File: src/rtl/uart_apb_regs_if.sv
// rtl/uart_apb_regs_if.sv - APB3 bus bundle between the CPU side and uart_apb_regs
//
// Purpose : groups the APB3 transfer signals so the register bridge and its
//           bus master share one port.
// Signals : psel, penable, pwrite, paddr[ADDR_W], pwdata[32]  (master -> slave)
//           prdata[32], pready, pslverr                       (slave -> master)
interface uart_apb_regs_if #(
  parameter int ADDR_W = 4
);
  logic              psel;
  logic              penable;
  logic              pwrite;
  logic [ADDR_W-1:0] paddr;
  logic [31:0]       pwdata;
  logic [31:0]       prdata;
  logic              pready;
  logic              pslverr;

  modport master (
    output psel, penable, pwrite, paddr, pwdata,
    input  prdata, pready, pslverr
  );

  modport slave (
    input  psel, penable, pwrite, paddr, pwdata,
    output prdata, pready, pslverr
  );
endinterface

File: src/rtl/uart_apb_regs.sv
// rtl/uart_apb_regs.sv - APB3 register bridge feeding the UART TX/RX FIFOs and baud generator
//
// Purpose : decodes APB3 transfers into TX FIFO pushes, RX FIFO pops, baud
//           divisor programming and status reads.
// Ports   : clk, reset (async, active low)
//           bus              APB3 slave (uart_apb_regs_if.slave)
//           tx_fifo_dataIn   byte pushed to the TX FIFO
//           tx_fifo_writeEn  one-cycle push strobe
//           tx_fifo_Full     TX FIFO full
//           rx_fifo_readEn   one-cycle pop strobe
//           rx_fifo_Empty    RX FIFO empty
//           rx_fifo_dataOut  RX FIFO head, valid the cycle after readEn
//           baud_final_value baud divisor
//           irq              interrupt request
// Options : UART_APB_IRQ_EN adds the IRQ_EN register and a registered irq;
//           without it irq is tied low and IRQ_EN reads zero.
// Map     : paddr[3:2] 0=DATA 1=STATUS 2=BAUD 3=IRQ_EN
module uart_apb_regs #(
  parameter int          ADDR_W   = 4,
  parameter logic [10:0] BAUD_RST = 11'd325
) (
  input  logic                 clk,
  input  logic                 reset,
  uart_apb_regs_if.slave       bus,
  output logic [7:0]           tx_fifo_dataIn,
  output logic                 tx_fifo_writeEn,
  input  logic                 tx_fifo_Full,
  output logic                 rx_fifo_readEn,
  input  logic                 rx_fifo_Empty,
  input  logic [7:0]           rx_fifo_dataOut,
  output logic [10:0]          baud_final_value,
  output logic                 irq
);

  typedef enum logic [1:0] {
    IDLE    = 2'd0,
    ACCESS  = 2'd1,
    RD_WAIT = 2'd2
  } state_t;

  state_t            state;
  logic [10:0]       baud;
  logic              tx_ovf;
  logic              rx_udf;
  logic [ADDR_W-1:0] paddr;
  logic [1:0]        reg_idx;
  logic              access;
  logic              is_data;
  logic              push;
  logic              pop;
  logic              set_ovf;
  logic              set_udf;
  logic              status_wr;
  logic [31:0]       irq_en_rd;
  logic [31:0]       rdata;

  assign paddr   = bus.paddr;
  assign reg_idx = paddr[3:2];
  assign is_data = (reg_idx == 2'd0);

  // Side effects only fire in a genuine ACCESS phase; if the master abandons
  // the transfer the FSM simply falls back to IDLE.
  assign access    = (state == ACCESS) && bus.psel && bus.penable;
  assign push      = access &&  bus.pwrite && is_data && !tx_fifo_Full;
  assign set_ovf   = access &&  bus.pwrite && is_data &&  tx_fifo_Full;
  assign pop       = access && !bus.pwrite && is_data && !rx_fifo_Empty;
  assign set_udf   = access && !bus.pwrite && is_data &&  rx_fifo_Empty;
  assign status_wr = access &&  bus.pwrite && (reg_idx == 2'd1);

  // Strobes and bus response are decoded from the state so that zero-wait
  // transfers complete in the first ACCESS cycle, and an async reset (which
  // forces IDLE) drops them immediately.
  assign tx_fifo_writeEn  = push;
  assign tx_fifo_dataIn   = push ? bus.pwdata[7:0] : 8'h00;
  assign rx_fifo_readEn   = pop;
  assign bus.pready       = (access && !pop) || (state == RD_WAIT);
  assign bus.pslverr      = set_ovf || set_udf;
  assign bus.prdata       = rdata;
  assign baud_final_value = baud;

  always_comb begin
    rdata = 32'h0;
    if (state == RD_WAIT) begin
      rdata = {24'h0, rx_fifo_dataOut};
    end else if (access && !bus.pwrite) begin
      case (reg_idx)
        2'd1:    rdata = {28'h0, rx_udf, tx_ovf, rx_fifo_Empty, tx_fifo_Full};
        2'd2:    rdata = {21'h0, baud};
        2'd3:    rdata = irq_en_rd;
        default: rdata = 32'h0;  // DATA read with empty FIFO returns zero
      endcase
    end
  end

  always_ff @(posedge clk or negedge reset) begin
    if (!reset) begin
      state <= IDLE;
      baud  <= BAUD_RST;
    end else begin
      case (state)
        IDLE: begin
          if (bus.psel && !bus.penable) state <= ACCESS;
        end
        ACCESS: begin
          if (pop) begin
            state <= RD_WAIT;
          end else begin
            state <= IDLE;
            if (access && bus.pwrite && (reg_idx == 2'd2)) baud <= bus.pwdata[10:0];
          end
        end
        // The pop already happened, so finish even if psel has gone away.
        RD_WAIT: state <= IDLE;
        default: state <= IDLE;
      endcase
    end
  end

  // Sticky error flags: write-1-to-clear, with a same-cycle set taking priority.
  always_ff @(posedge clk or negedge reset) begin
    if (!reset) begin
      tx_ovf <= 1'b0;
      rx_udf <= 1'b0;
    end else begin
      tx_ovf <= set_ovf || (tx_ovf && !(status_wr && bus.pwdata[2]));
      rx_udf <= set_udf || (rx_udf && !(status_wr && bus.pwdata[3]));
    end
  end

`ifdef UART_APB_IRQ_EN
  logic [2:0] irq_en;
  logic       irq_q;

  assign irq_en_rd = {29'h0, irq_en};
  assign irq       = irq_q;

  always_ff @(posedge clk or negedge reset) begin
    if (!reset) begin
      irq_en <= 3'b000;
      irq_q  <= 1'b0;
    end else begin
      if (access && bus.pwrite && (reg_idx == 2'd3)) irq_en <= bus.pwdata[2:0];
      irq_q <= |(irq_en & {tx_ovf | rx_udf, !tx_fifo_Full, !rx_fifo_Empty});
    end
  end

  logic unused_bits;
  assign unused_bits = ^{bus.pwdata[31:11], paddr[1:0]};
`else
  assign irq_en_rd = 32'h0;
  assign irq       = 1'b0;

  logic unused_bits;
  assign unused_bits = ^{bus.pwdata[31:11], paddr[1:0]};
`endif

endmodule

File: src/flat_wrapper.sv
// flat-port wrapper written by rule: the top's interface ports become plain ports
module uart_apb_regs_flat 
#(
  parameter int          ADDR_W   = 4,
  parameter logic [10:0] BAUD_RST = 11'd325
)
  (clk, reset, tx_fifo_dataIn, tx_fifo_writeEn, tx_fifo_Full, rx_fifo_readEn, rx_fifo_Empty, rx_fifo_dataOut, baud_final_value, irq, bus_psel, bus_penable, bus_pwrite, bus_paddr, bus_pwdata, bus_prdata, bus_pready, bus_pslverr);
  uart_apb_regs_if #(.ADDR_W(ADDR_W)) bus_i ();
  input  logic clk;
  input  logic reset;
  output logic [7:0] tx_fifo_dataIn;
  output logic tx_fifo_writeEn;
  input  logic tx_fifo_Full;
  output logic rx_fifo_readEn;
  input  logic rx_fifo_Empty;
  input  logic [7:0] rx_fifo_dataOut;
  output logic [10:0] baud_final_value;
  output logic irq;
  input wire logic [$bits(bus_i.psel)-1:0] bus_psel;
  input wire logic [$bits(bus_i.penable)-1:0] bus_penable;
  input wire logic [$bits(bus_i.pwrite)-1:0] bus_pwrite;
  input wire logic [$bits(bus_i.paddr)-1:0] bus_paddr;
  input wire logic [$bits(bus_i.pwdata)-1:0] bus_pwdata;
  output wire logic [$bits(bus_i.prdata)-1:0] bus_prdata;
  output wire logic [$bits(bus_i.pready)-1:0] bus_pready;
  output wire logic [$bits(bus_i.pslverr)-1:0] bus_pslverr;
  assign bus_i.psel = bus_psel;
  assign bus_i.penable = bus_penable;
  assign bus_i.pwrite = bus_pwrite;
  assign bus_i.paddr = bus_paddr;
  assign bus_i.pwdata = bus_pwdata;
  assign bus_prdata = bus_i.prdata;
  assign bus_pready = bus_i.pready;
  assign bus_pslverr = bus_i.pslverr;
  uart_apb_regs #(.ADDR_W(ADDR_W), .BAUD_RST(BAUD_RST)) u_core (.clk(clk), .reset(reset), .bus(bus_i), .tx_fifo_dataIn(tx_fifo_dataIn), .tx_fifo_writeEn(tx_fifo_writeEn), .tx_fifo_Full(tx_fifo_Full), .rx_fifo_readEn(rx_fifo_readEn), .rx_fifo_Empty(rx_fifo_Empty), .rx_fifo_dataOut(rx_fifo_dataOut), .baud_final_value(baud_final_value), .irq(irq));
endmodule
File: config.mk
export PLATFORM = sky130hd
export DESIGN_NAME = uart_apb_regs_flat
export DESIGN_NICKNAME = d
export VERILOG_FILES = /design/src/rtl/uart_apb_regs_if.sv /design/src/rtl/uart_apb_regs.sv /design/src/flat_wrapper.sv
export SDC_FILE = /design/constraint.sdc
export NUM_CORES = 1
export LEC_CHECK = 0
export BUFFER_PORTS_ARGS = -buffer_cell sky130_fd_sc_hd__buf_2
export CAP_MARGIN = 10
export CORE_MARGIN = 8
export CORE_UTILIZATION = 36
export DETAILED_ROUTE_END_ITERATION = 10
export PLACE_DENSITY = 0.8
export SKIP_CTS_REPAIR_TIMING = 1
export SYNTH_ARGS = -nofsm -noshare
export SYNTH_HDL_FRONTEND = slang
export SYNTH_SLANG_ARGS = --single-unit
File: constraint.sdc
create_clock -name clk -period 1.68 [get_ports clk]
set_input_delay 0.168 -clock clk [delete_from_list [all_inputs] [get_ports clk]]
set_output_delay 0.168 -clock clk [all_outputs]
set_load 0.05 [all_outputs]
# [Yosys cells after proc, flatten, opt, wreduce, memory -nomap -nowiden]
# Cells that the tools add are included.
[op_classes] eq_ne=5 mux=7 bitwise=1 n_reduce_logical=32
[op_table] cell="32-bit two-way mux" n=2
[op_table] cell="11-bit case mux with 2 select lines" n=1
[op_table] cell="1-bit logical AND" n=18
[op_table] cell="8-bit two-way mux" n=1
[op_table] cell="1-bit logical NOT" n=7
[op_table] cell="2-bit by 1-bit equality test with 1-bit output, second input constant" n=2
[op_table] cell="2-bit equality test, second input constant" n=2
[op_table] cell="2-bit logical NOT" n=2
[op_table] cell="1-bit logical OR" n=4
[op_table] cell="2-bit two-way mux" n=2
[op_table] cell="2-bit case mux with 2 select lines" n=1
[op_table] cell="3-bit AND reduction" n=1
[op_table] cell="2-bit by 1-bit != test with 1-bit output, second input constant" n=1
[op_table] cell="1-bit NOT" n=1
[word_totals] word_cells=49 out_inout_bits=56 in_bits=51 register_bits=15

# [Logic depth before layout (Yosys ltp)]
# Gate-level depths: netlist (run 1).
[logic_depth] word_depth=9 mapped_depth=5 depth_no_buf=5

# [Worst setup path after synthesis (run 1)]
# No wires, ideal clock.
[synth_path] path_type="register to output" start="register u_core.state[1]" end="output tx_fifo_dataIn[0]" t_arrival_ns=2.023 required_ns=1.512 path_stages_with_launch=4 path_slack_ns=-0.511 path_buffers=0 cell_sequence="dfrtp_1 nand4b_1 nor3_2 and2_1"
[synth_via] elab_chain_cells=7
[synth_rtl] item="from (decl)" line_no="uart_apb_regs.sv:41" source="state_t state;"
[synth_rtl] item="from (signal assigned)" line_no="uart_apb_regs.sv:97" source="state <= IDLE;"
[synth_rtl] item="from (signal assigned)" line_no="uart_apb_regs.sv:102" source="if (bus.psel && !bus.penable) state <= ACCESS;"
[synth_rtl] item="from (signal assigned)" line_no="uart_apb_regs.sv:106" source="state <= RD_WAIT;"
[synth_rtl] item="2-bit by 1-bit equality test with 1-bit output" line_no="uart_apb_regs.sv:63" source="assign access = (state == ACCESS) && bus.psel && bus.penable;"
[synth_rtl] item="1-bit logical AND (2 in a row)" line_no="uart_apb_regs.sv:63"
[synth_rtl] item="1-bit logical AND (3 in a row)" line_no="uart_apb_regs.sv:64" source="assign push = access && bus.pwrite && is_data && !tx_fifo_Full;"
[synth_rtl] item="via tx_fifo_writeEn" line_no="flat_wrapper.sv:12" source="output logic tx_fifo_writeEn;"
[synth_rtl] item="8-bit two-way mux" line_no="uart_apb_regs.sv:74" source="assign tx_fifo_dataIn = push ? bus.pwdata[7:0] : 8'h00;"
[synth_rtl] item="to (decl)" line_no="flat_wrapper.sv:11" source="output logic [7:0] tx_fifo_dataIn;"
# The timed path passes the listed nets, and every way through them passes these cells.

# [Worst setup path in the final report (run 1)]
[layout_path] start="register u_core.state[1]" end="output bus_prdata[4]"
[layout_via] elab_chain_cells=6 word_cells_on_any_way=7 classes_between="2 x eq/ne; 2 x mux; 3 x reduce/logical"
[layout_rtl] item="2-bit by 1-bit equality test with 1-bit output" line_no="uart_apb_regs.sv:63"
[layout_rtl] item="1-bit logical AND (2 in a row)" line_no="uart_apb_regs.sv:63"
[layout_rtl] item="1-bit logical AND" line_no="uart_apb_regs.sv:85" source="end else if (access && !bus.pwrite) begin"
[layout_rtl] item="32-bit two-way mux" line_no="uart_apb_regs.sv:85"
[layout_rtl] item="32-bit two-way mux (*)" line_no="uart_apb_regs.sv:83" source="if (state == RD_WAIT) begin"
[layout_rtl] item="to (decl)" line_no="flat_wrapper.sv:24" source="output wire logic [$bits(bus_i.prdata)-1:0] bus_prdata;"
# Every way passes the cells marked *; elsewhere a longest branch is shown, timed or not.

==> results of run 1 <==
-- worst max path at each step --
stage	startpoint	endpoint	slack [ps]	cells past startpoint
3_3_place_gp	u_core.state[1]	tx_fifo_dataIn[3]	-10	5
5_1_grt	u_core.state[1]	bus_prdata[4]	-300	6
2_1_floorplan	u_core.state[1]	tx_fifo_dataIn[0]	-190	3
3_5_place_dp	u_core.state[1]	tx_fifo_dataIn[3]	-40	5
6_report	u_core.state[1]	bus_prdata[4]	-190	6
4_1_cts	u_core.state[1]	tx_fifo_dataIn[3]	-370	5
-- state kept, by name, summed over array words and instances (netlist names) --
name / flops
u_core.rx_udf: 1
u_core.state: 2
u_core.tx_ovf: 1
u_core.baud_final_value: 11
-- power by group --
| part | internal, uW | leakage (uW) | switching, uW |
|---|---|---|---|
| clock network | 91.9 | 0.0000150 | 111 |
| logic | 108 | 0.000687 | 305 |
| registers | 405 | 0.000190 | 27.9 |
-- worst reg2reg max path, delay by kind of cell, from the launching register on --
family | cells | cell delay, ps
flip-flops | 1 | 400
multiplexers | 1 | 330
AND/OR/NAND/NOR | 2 | 700
-- synthesized netlist by cell type (2+ instances only) --
cell type	instances	area, sq um
dfrtp_1	11	275.3
and2_1	13	81.33
ha_1	3	37.54
a22oi_1	4	30.03
clkbuf_1	2	7.510
o21ai_0	7	35.03
inv_1	2	7.510
dfstp_2	4	105.1
nand2_1	8	30.03
a22o_1	4	35.03
mux2_4	10	150.1
a21oi_1	2	10.01
buf_4	22	165.2
-- logic make-up after synthesis --
kind of cell	count (synthesis)	share of synthesized area [%]
adder cells (fa/ha/maj)	3	3.364
flip-flops	15	34.08
AO/OA/AOI/OAI	19	11.10
other	1	0.3360
multiplexers	11	14.46
AND/OR/NAND/NOR	32	18.72
buffers and inverters	27	17.94
-- per-stage QoR --
stage               utilization [%]  TNS, ps  instances
global route                  57.00    -4741        213
floorplan                         -    -1489        129
detailed placement            48.17   -374.5        205
finish                        57.00    -2772        213
global placement              48.17   -38.99        205
CTS                           49.04    -6548        209
-- placed cells by master (no fill, tap or decap), types with 2 or more instances in the layout --
cell and instances:
buf_2 38, conb_1 22, buf_6 18, dfrtp_1 11, mux2_4 10, buf_8 9, and2_4 8, nand2_1 7
buf_4 6, and2_1 5, a22o_1 4, a22oi_1 4, o21ai_2 4, dfstp_2 4, o21ai_0 3, ha_1 3
clkbuf_4 3, inv_1 2
-- final cells by class --
| cell class | count | area, sq um |
|---|---|---|
| Inverter | 2 | 7.507 |
| Clock buffer | 4 | 26.28 |
| Sequential cell | 15 | 380.4 |
| Multi-Input combinational cell | 87 | 673.1 |
| Tap cell | 33 | 41.29 |
| Fill cell | 258 | 1291 |
| Timing Repair Buffer | 72 | 583.1 |
-- layer usage --
| layer | vias to the layer above | share of wire, % | track usage, % |
|---|---|---|---|
| met5 | - | 0 | 0 |
| met4 | 0 | 1.6 | 4.082 |
| met3 | 6 | 11 | 6.276 |
| met2 | 52 | 53 | 21.66 |
| met1 | 511 | 35 | 11.03 |
| li1 | 475 | - | - |
==> results.txt, run 1 <==
Status: finished, violations left
Failing checks: negative setup slack
Clk buf depth: 2
Ports: 107
Root Driver: clkbuf_4
HPWL Detailed: 2.675 mm
WHS: 82.21 ps
Hold path depth: 2
Seq cells post-synth: 15
Min cycle time layout: 1872 ps
CTS tree: yes
FP Rows: 20
Critical-path cell list: nand4b_1, buf_6, nor3b_4, buf_6, a22o_1, buf_6
Setup Skew: 6.267 ps
Clock Latency Late Sink: 280 ps
Total CTS buffers: 3
Final WL: 3.662 mm
Hold endpoint: u_core.state[0]
NumNets Final: 235
Placer Congestion: 0.7258
Worst path bufs/invs: 3
DRC Markers: 0
Min setup slack post-route: -192.2 ps
Sequential area share after synthesis: 34.08%
Final period util: 111.4%
Synth cell types: 29
Share of post-route cells with drive strength above 1: 59.44%
Crit-path most repeated cell: buf_6
Crit path DAT: 1700 ps
Final Instance Area: 1712 sq um
Max Fclk: 0.5341 GHz
Die H: 71.68 microns
Overall power: 1048 uW
Vias in the first global route: 1,039
Htree depth: 1
DRT Pass-1 Iters: 4
Routed WL per cell: 17.19 microns
Cell area after synthesis: 1116 sq um
Critical path peak fanout: 7
Setup WS pre-CTS: -42.78 ps
Routed vias/inst: 4.901
Slew Viols, Final: 0
Yosys warns: 0
Largest net degree at the start of global routing: 16
Critical Path Max Stage Delay: 400 ps
Clock transition at path regs: 80 ps
R2R depth: 3
Starting Density: 37.17%
Critical Path End Type: output pin
IO buf count: 61
Unrepaired setup endpoints after global routing: yes
Finish-stage setup viols: 20
Die area: 5138 sq um
Post-synth EDFFs: 0
Hold crit path type: input pin to register
Top delay family on crit path: buffers and inverters
Via count of the routed design: 1,044
Clk sink count: 15
Total global routing overflow: 0
Critical path class: register to output pin
Critical path required time: 1510 ps
Area after DPL: 1446 sq um
Routed Antenna Nets: 0
P_leak: 0.0008919 uW
Ys flop type: dfrtp_1
Element type at the critical path start: register
Die extent in x: 71.68 microns
Syn_area_per_cell: 10.33 sq um
Initial DRC Count: 68
Total of max-cap violations: 0
Final hold violations: 0
Async SR Flop Fraction: 100.0%
First-pass GRT wire length: 5.002 mm
R2r endpoint: u_core.baud_final_value[7]
Reg2Reg Launch Point: u_core.state[1]
Cell area power density: 612.2 nW/um^2
Layout area overhead: 53.36%
Placeable Area: 3003 sq um
Hold Crit Start: bus_penable
FF-to-FF setup slack: 140 ps
GRT Total Usage: 11.90%
Worst VDD drop: 0.2598 mV
Initial antenna violation count: 0
Critical-path top delay cell: dfrtp_1
Cells after synthesis: 108
Diodes inserted: 0
Note: power is estimated with default switching activity, not from simulation.
==> run 2, diff against run 1 <==
--- a/config.mk
+++ b/config.mk
@@ -5,12 +5,11 @@
 export SDC_FILE = /design/constraint.sdc
 export NUM_CORES = 1
 export LEC_CHECK = 0
-export BUFFER_PORTS_ARGS = -buffer_cell sky130_fd_sc_hd__buf_2
 export CAP_MARGIN = 10
 export CORE_MARGIN = 8
-export CORE_UTILIZATION = 36
+export CORE_UTILIZATION = 45
 export DETAILED_ROUTE_END_ITERATION = 10
-export PLACE_DENSITY = 0.8
+export DONT_BUFFER_PORTS = 1
 export SKIP_CTS_REPAIR_TIMING = 1
 export SYNTH_ARGS = -nofsm -noshare
 export SYNTH_HDL_FRONTEND = slang
==> results.txt, run 2 (same netlist as run 1, synthesis figures left out) <==
Failing checks: negative setup slack
Unrepaired setup endpoints after global routing: yes
Diodes inserted: 0
Vias in the first global route: 850
Ports: 107
Slew Viols, Final: 0
NumNets Final: 200
Worst slew margin: 55.47%
Initial antenna violation count: 0
Max Fclk: 0.5054 GHz
Met1 wire length: 1.087 mm
Root Driver: clkbuf_4
Critical path required time: 1510 ps
Critical path class: register to output pin
DRT Pass-1 Iters: 4
Hold path depth: 1
Commonest cells after routing, fill and taps aside: conb_1, buf_4, buf_12, dfrtp_1, mux2_4
DRC Markers: 0
Min cycle time layout: 1978 ps
Hold endpoint: u_core.baud_final_value[1]
Status: finished, violations left
First-pass GRT wire length: 4.340 mm
Clock transition at path regs: 80 ps
Routed Antenna Nets: 0
Final period util: 117.8%
Final hold violations: 0
Crit path DAT: 1810 ps
Share of post-route cells with drive strength above 1: 48.97%
Sum Neg Setup Slack: -4791 ps
Overall power: 1011 uW
Critical path peak fanout: 5
R2r endpoint: u_core.baud_final_value[4]
Hold Crit Start: bus_pwdata[1]
Routed WL per cell: 17.63 microns
Setup Skew: 0.3223 ps
HPWL Detailed: 2.429 mm
GRT Total Usage: 13.00%
IO buf count: 0
FP Rows: 18
Layout area overhead: 39.80%
Initial DRC Count: 51
Starting Density: 46.31%
Largest net degree at the start of global routing: 16
Placed insts: 162
Final Non-Filler Cells: 175
CTS tree: yes
Final Instance Area: 1560 sq um
Clk buf depth: 2
Most common cell after layout, fill and taps aside: conb_1
Final WL: 3.085 mm
Wire length on met2: 1.550 mm
Clk sink count: 15
Largest register FFs: 11
Die H: 65.80 microns
Hold crit path type: input pin to register
Finish-stage setup viols: 21
Htree depth: 1
Top layer in use: met4
Reg2Reg Launch Point: u_core.state[1]
Element type at the critical path start: register
Routed vias/inst: 4.949
Min setup slack post-route: -298.5 ps
Area after DPL: 1433 sq um
Critical Path End Type: output pin
Cell area power density: 648.1 nW/um^2
Total CTS buffers: 3
Die extent in x: 65.80 microns
Via count of the routed design: 866
Total of max-cap violations: 0
Worst VDD drop: 0.4737 mV
Total global routing overflow: 0
Clock Latency Late Sink: 270 ps
P_leak: 0.0007326 uW
Die area: 4330 sq um
Met3 wire len: 381 microns
R2R depth: 4
Placeable Area: 2410 sq um
Worst-Margin Slew: 665.8 ps
FF-to-FF setup slack: 30 ps
Placer Congestion: 0.7969
[run 2: how the worst max path moves through the flow]
stage	startpoint	to	slack, ps
2_1_floorplan	u_core.state[1]	tx_fifo_dataIn[0]	-190
3_3_place_gp	u_core.state[1]	tx_fifo_dataIn[7]	30
3_5_place_dp	u_core.state[1]	tx_fifo_dataIn[2]	-30
4_1_cts	u_core.state[1]	tx_fifo_dataIn[2]	-350
5_1_grt	u_core.state[1]	tx_fifo_dataIn[1]	-370
6_report	u_core.state[1]	tx_fifo_dataIn[0]	-300
[run 2: final cells by class]
| class | instances | area (sq um) |
|---|---|---|
| well taps | 30 | 37.54 |
| clock buffers | 4 | 26.28 |
| flip-flops and latches | 15 | 380.4 |
| multi-input cells | 87 | 670.6 |
| inverters | 2 | 7.507 |
| fillers | 198 | 849.6 |
| repair buffers | 37 | 437.9 |
[run 2: per-stage QoR]
stage          hold WS [ps]  util (%)  setup slack [ps]
6_report              31.57     64.75            -298.5
5_1_grt               18.73     64.75            -368.3
4_1_cts              -433.9     60.54            -345.7
3_5_place_dp         -127.0     59.45            -32.71
3_3_place_gp         -127.0     59.45             29.65
2_1_floorplan        -127.6         -            -186.2
[run 2: critical path, stage by stage (launching register included)]
cell and delay [ps]:
dfrtp_1 410, nand4b_1 310, buf_4 230, nor3_4 200
buf_6 150, and2_4 230
[run 2: routing by layer]
metal / GRT usage, % / vias to the layer above
met5: 0 / -
met4: 7.902 / 0
met3: 4.915 / 6
met2: 20.83 / 52
met1: 14.27 / 402
li1: - / 406
[run 2: power breakdown]
part / switching, uW / leakage (uW) / internal, uW / total [uW]
clock network: 106 / 0.0000150 / 92.0 / 199
logic: 273 / 0.000528 / 100 / 374
registers: 33.9 / 0.000190 / 405 / 439
total: 414 / 0.000733 / 598 / 1010
==> run 3, diff against run 2 <==
--- a/config.mk
+++ b/config.mk
@@ -6,7 +6,7 @@
 export NUM_CORES = 1
 export LEC_CHECK = 0
 export CAP_MARGIN = 10
-export CORE_MARGIN = 8
+export CORE_MARGIN = 1
 export CORE_UTILIZATION = 45
 export DETAILED_ROUTE_END_ITERATION = 10
 export DONT_BUFFER_PORTS = 1
==> results.txt, run 3 (same netlist as run 1, synthesis figures left out) <==
Element type at the critical path start: register
Finish-stage setup viols: 32
Critical path peak fanout: 9
First-pass GRT wire length: 3.663 mm
CTS tree: yes
Via count of the routed design: 888
Setup Skew: 0.5876 ps
Int Power: 598.9 uW
Failing checks: negative setup slack
Die area: 2683 sq um
Cell area power density: 638.0 nW/um^2
Root Driver: clkbuf_4
Crit path DAT: 1730 ps
Switching share of power: 41.10%
Routed vias/inst: 5.133
Largest register FFs: 11
Unrepaired setup endpoints after global routing: yes
CP startpoint: u_core.state[1]
HPWL Detailed: 1.890 mm
Max Fclk: 0.5273 GHz
Critical path required time: 1510 ps
NumNets Final: 200
Starting Density: 49.04%
Total global routing overflow: 0
Layout fillers: 170
Min cycle time layout: 1897 ps
R2r endpoint: u_core.baud_final_value[4]
Final WL: 2.608 mm
Placeable Area: 2276 sq um
Hold Crit Start: bus_pwdata[9]
Reg2Reg Launch Point: u_core.state[1]
P_leak: 0.0007340 uW
Final Non-Filler Cells: 173
Vias in the first global route: 756
Critical Path Max Stage Delay: 390 ps
Placed insts: 159
Sum Neg Setup Slack: -4186 ps
Combinational Power Share: 36.9%
Critical path class: register to output pin
Die extent in x: 51.80 microns
Most common cell after layout, fill and taps aside: conb_1
Initial DRC Count: 5
Total CTS buffers: 3
GRT Total Usage: 18.59%
Worst VDD drop: 0.3989 mV
Clock power frac: 19.8%
Final period util: 112.9%
Critical-path top delay cell: dfrtp_1
Switch Pwr: 418.0 uW
Hold crit path type: input pin to register
Clk buf depth: 2
Clock Latency Late Sink: 280 ps
Hold path depth: 1
Slew Viols, Final: 0
Largest net degree at the start of global routing: 16
Placer Congestion: 0.8438
Top delay family on crit path: simple AND/OR/NAND/NOR gates
Total of max-cap violations: 0
Clk sink count: 15
Routed Antenna Nets: 0
Worst-Margin Slew: 651.9 ps
Commonest cells after routing, fill and taps aside: conb_1, buf_4, and2_4, buf_12, dfrtp_1
Sequential share of power: 43.2%
DRT Pass-1 Iters: 4
Worst path bufs/invs: 2
Routed WL per cell: 15.08 microns
FF-to-FF setup slack: -60 ps
Final hold violations: 0
Clock transition at path regs: 80 ps
Min setup slack post-route: -216.5 ps
Critical-path cell list: nand4b_1, buf_4, nor3_4, buf_6, and2_4
Layout area overhead: 42.83%
WHS: 28.37 ps
Die H: 51.80 microns
DRC Markers: 0
Share of post-route cells with drive strength above 1: 50.34%
Initial antenna violation count: 0
Worst slew margin: 56.40%
FP Rows: 17
Htree depth: 1
R2R depth: 5
Critical Path End Type: output pin
Status: finished, violations left
Ports: 107
Diodes inserted: 0
Hold endpoint: u_core.baud_final_value[9]
IO buf count: 0
-- run 3: worst max-delay path by stage --
stage / to / slack [ps] / cells past startpoint
4_1_cts: tx_fifo_dataIn[5] / -360 / 3
2_1_floorplan: tx_fifo_dataIn[0] / -190 / 3
3_3_place_gp: tx_fifo_dataIn[3] / 10 / 3
6_report: tx_fifo_dataIn[5] / -220 / 5
5_1_grt: tx_fifo_dataIn[0] / -280 / 5
3_5_place_dp: tx_fifo_dataIn[5] / -40 / 3
-- run 3: final cells by class --
| cell class | instances | area, sq um | area share [%] |
|---|---|---|---|
| Inverter | 2 | 7.507 | 0.4710 |
| Clock buffer | 4 | 26.28 | 1.648 |
| Multi-Input combinational cell | 87 | 699.4 | 43.88 |
| Sequential cell | 15 | 380.4 | 23.86 |
| Tap cell | 28 | 35.03 | 2.198 |
| Timing Repair Buffer | 37 | 445.4 | 27.94 |
-- run 3: power groups by stage --
stage / Clock, uW / Combinational [uW] / Sequential (uW)
floorplan: 0 / 229 / 547
global placement: 0 / 351 / 444
detailed placement: 0 / 352 / 446
CTS: 205 / 354 / 439
global route: 227 / 392 / 445
finish: 202 / 375 / 440
-- run 3: per-stage QoR --
| step | utilization (%) | area, sq um | power [uW] | worst slack (ps) |
|---|---|---|---|---|
| after detailed placement | 62.51 | 1423 | 798.5 | -39.77 |
| after global placement | 62.51 | 1423 | 794.8 | 14.44 |
| final | 70.04 | 1594 | 1017 | -216.5 |
| after floorplan | - | 1240 | 776.1 | -186.2 |
| after global routing | 70.04 | 1594 | 1063 | -283.7 |
| after CTS | 63.66 | 1449 | 998.2 | -359.1 |
-- run 3: metal layers --
layer	part of all wire, %	GRT usage [%]	vias up
met5	0	0	-
met4	1.3	8.108	0
met3	8.9	3.801	4
met2	48	30.52	55
met1	42	23.44	426
li1	-	-	403
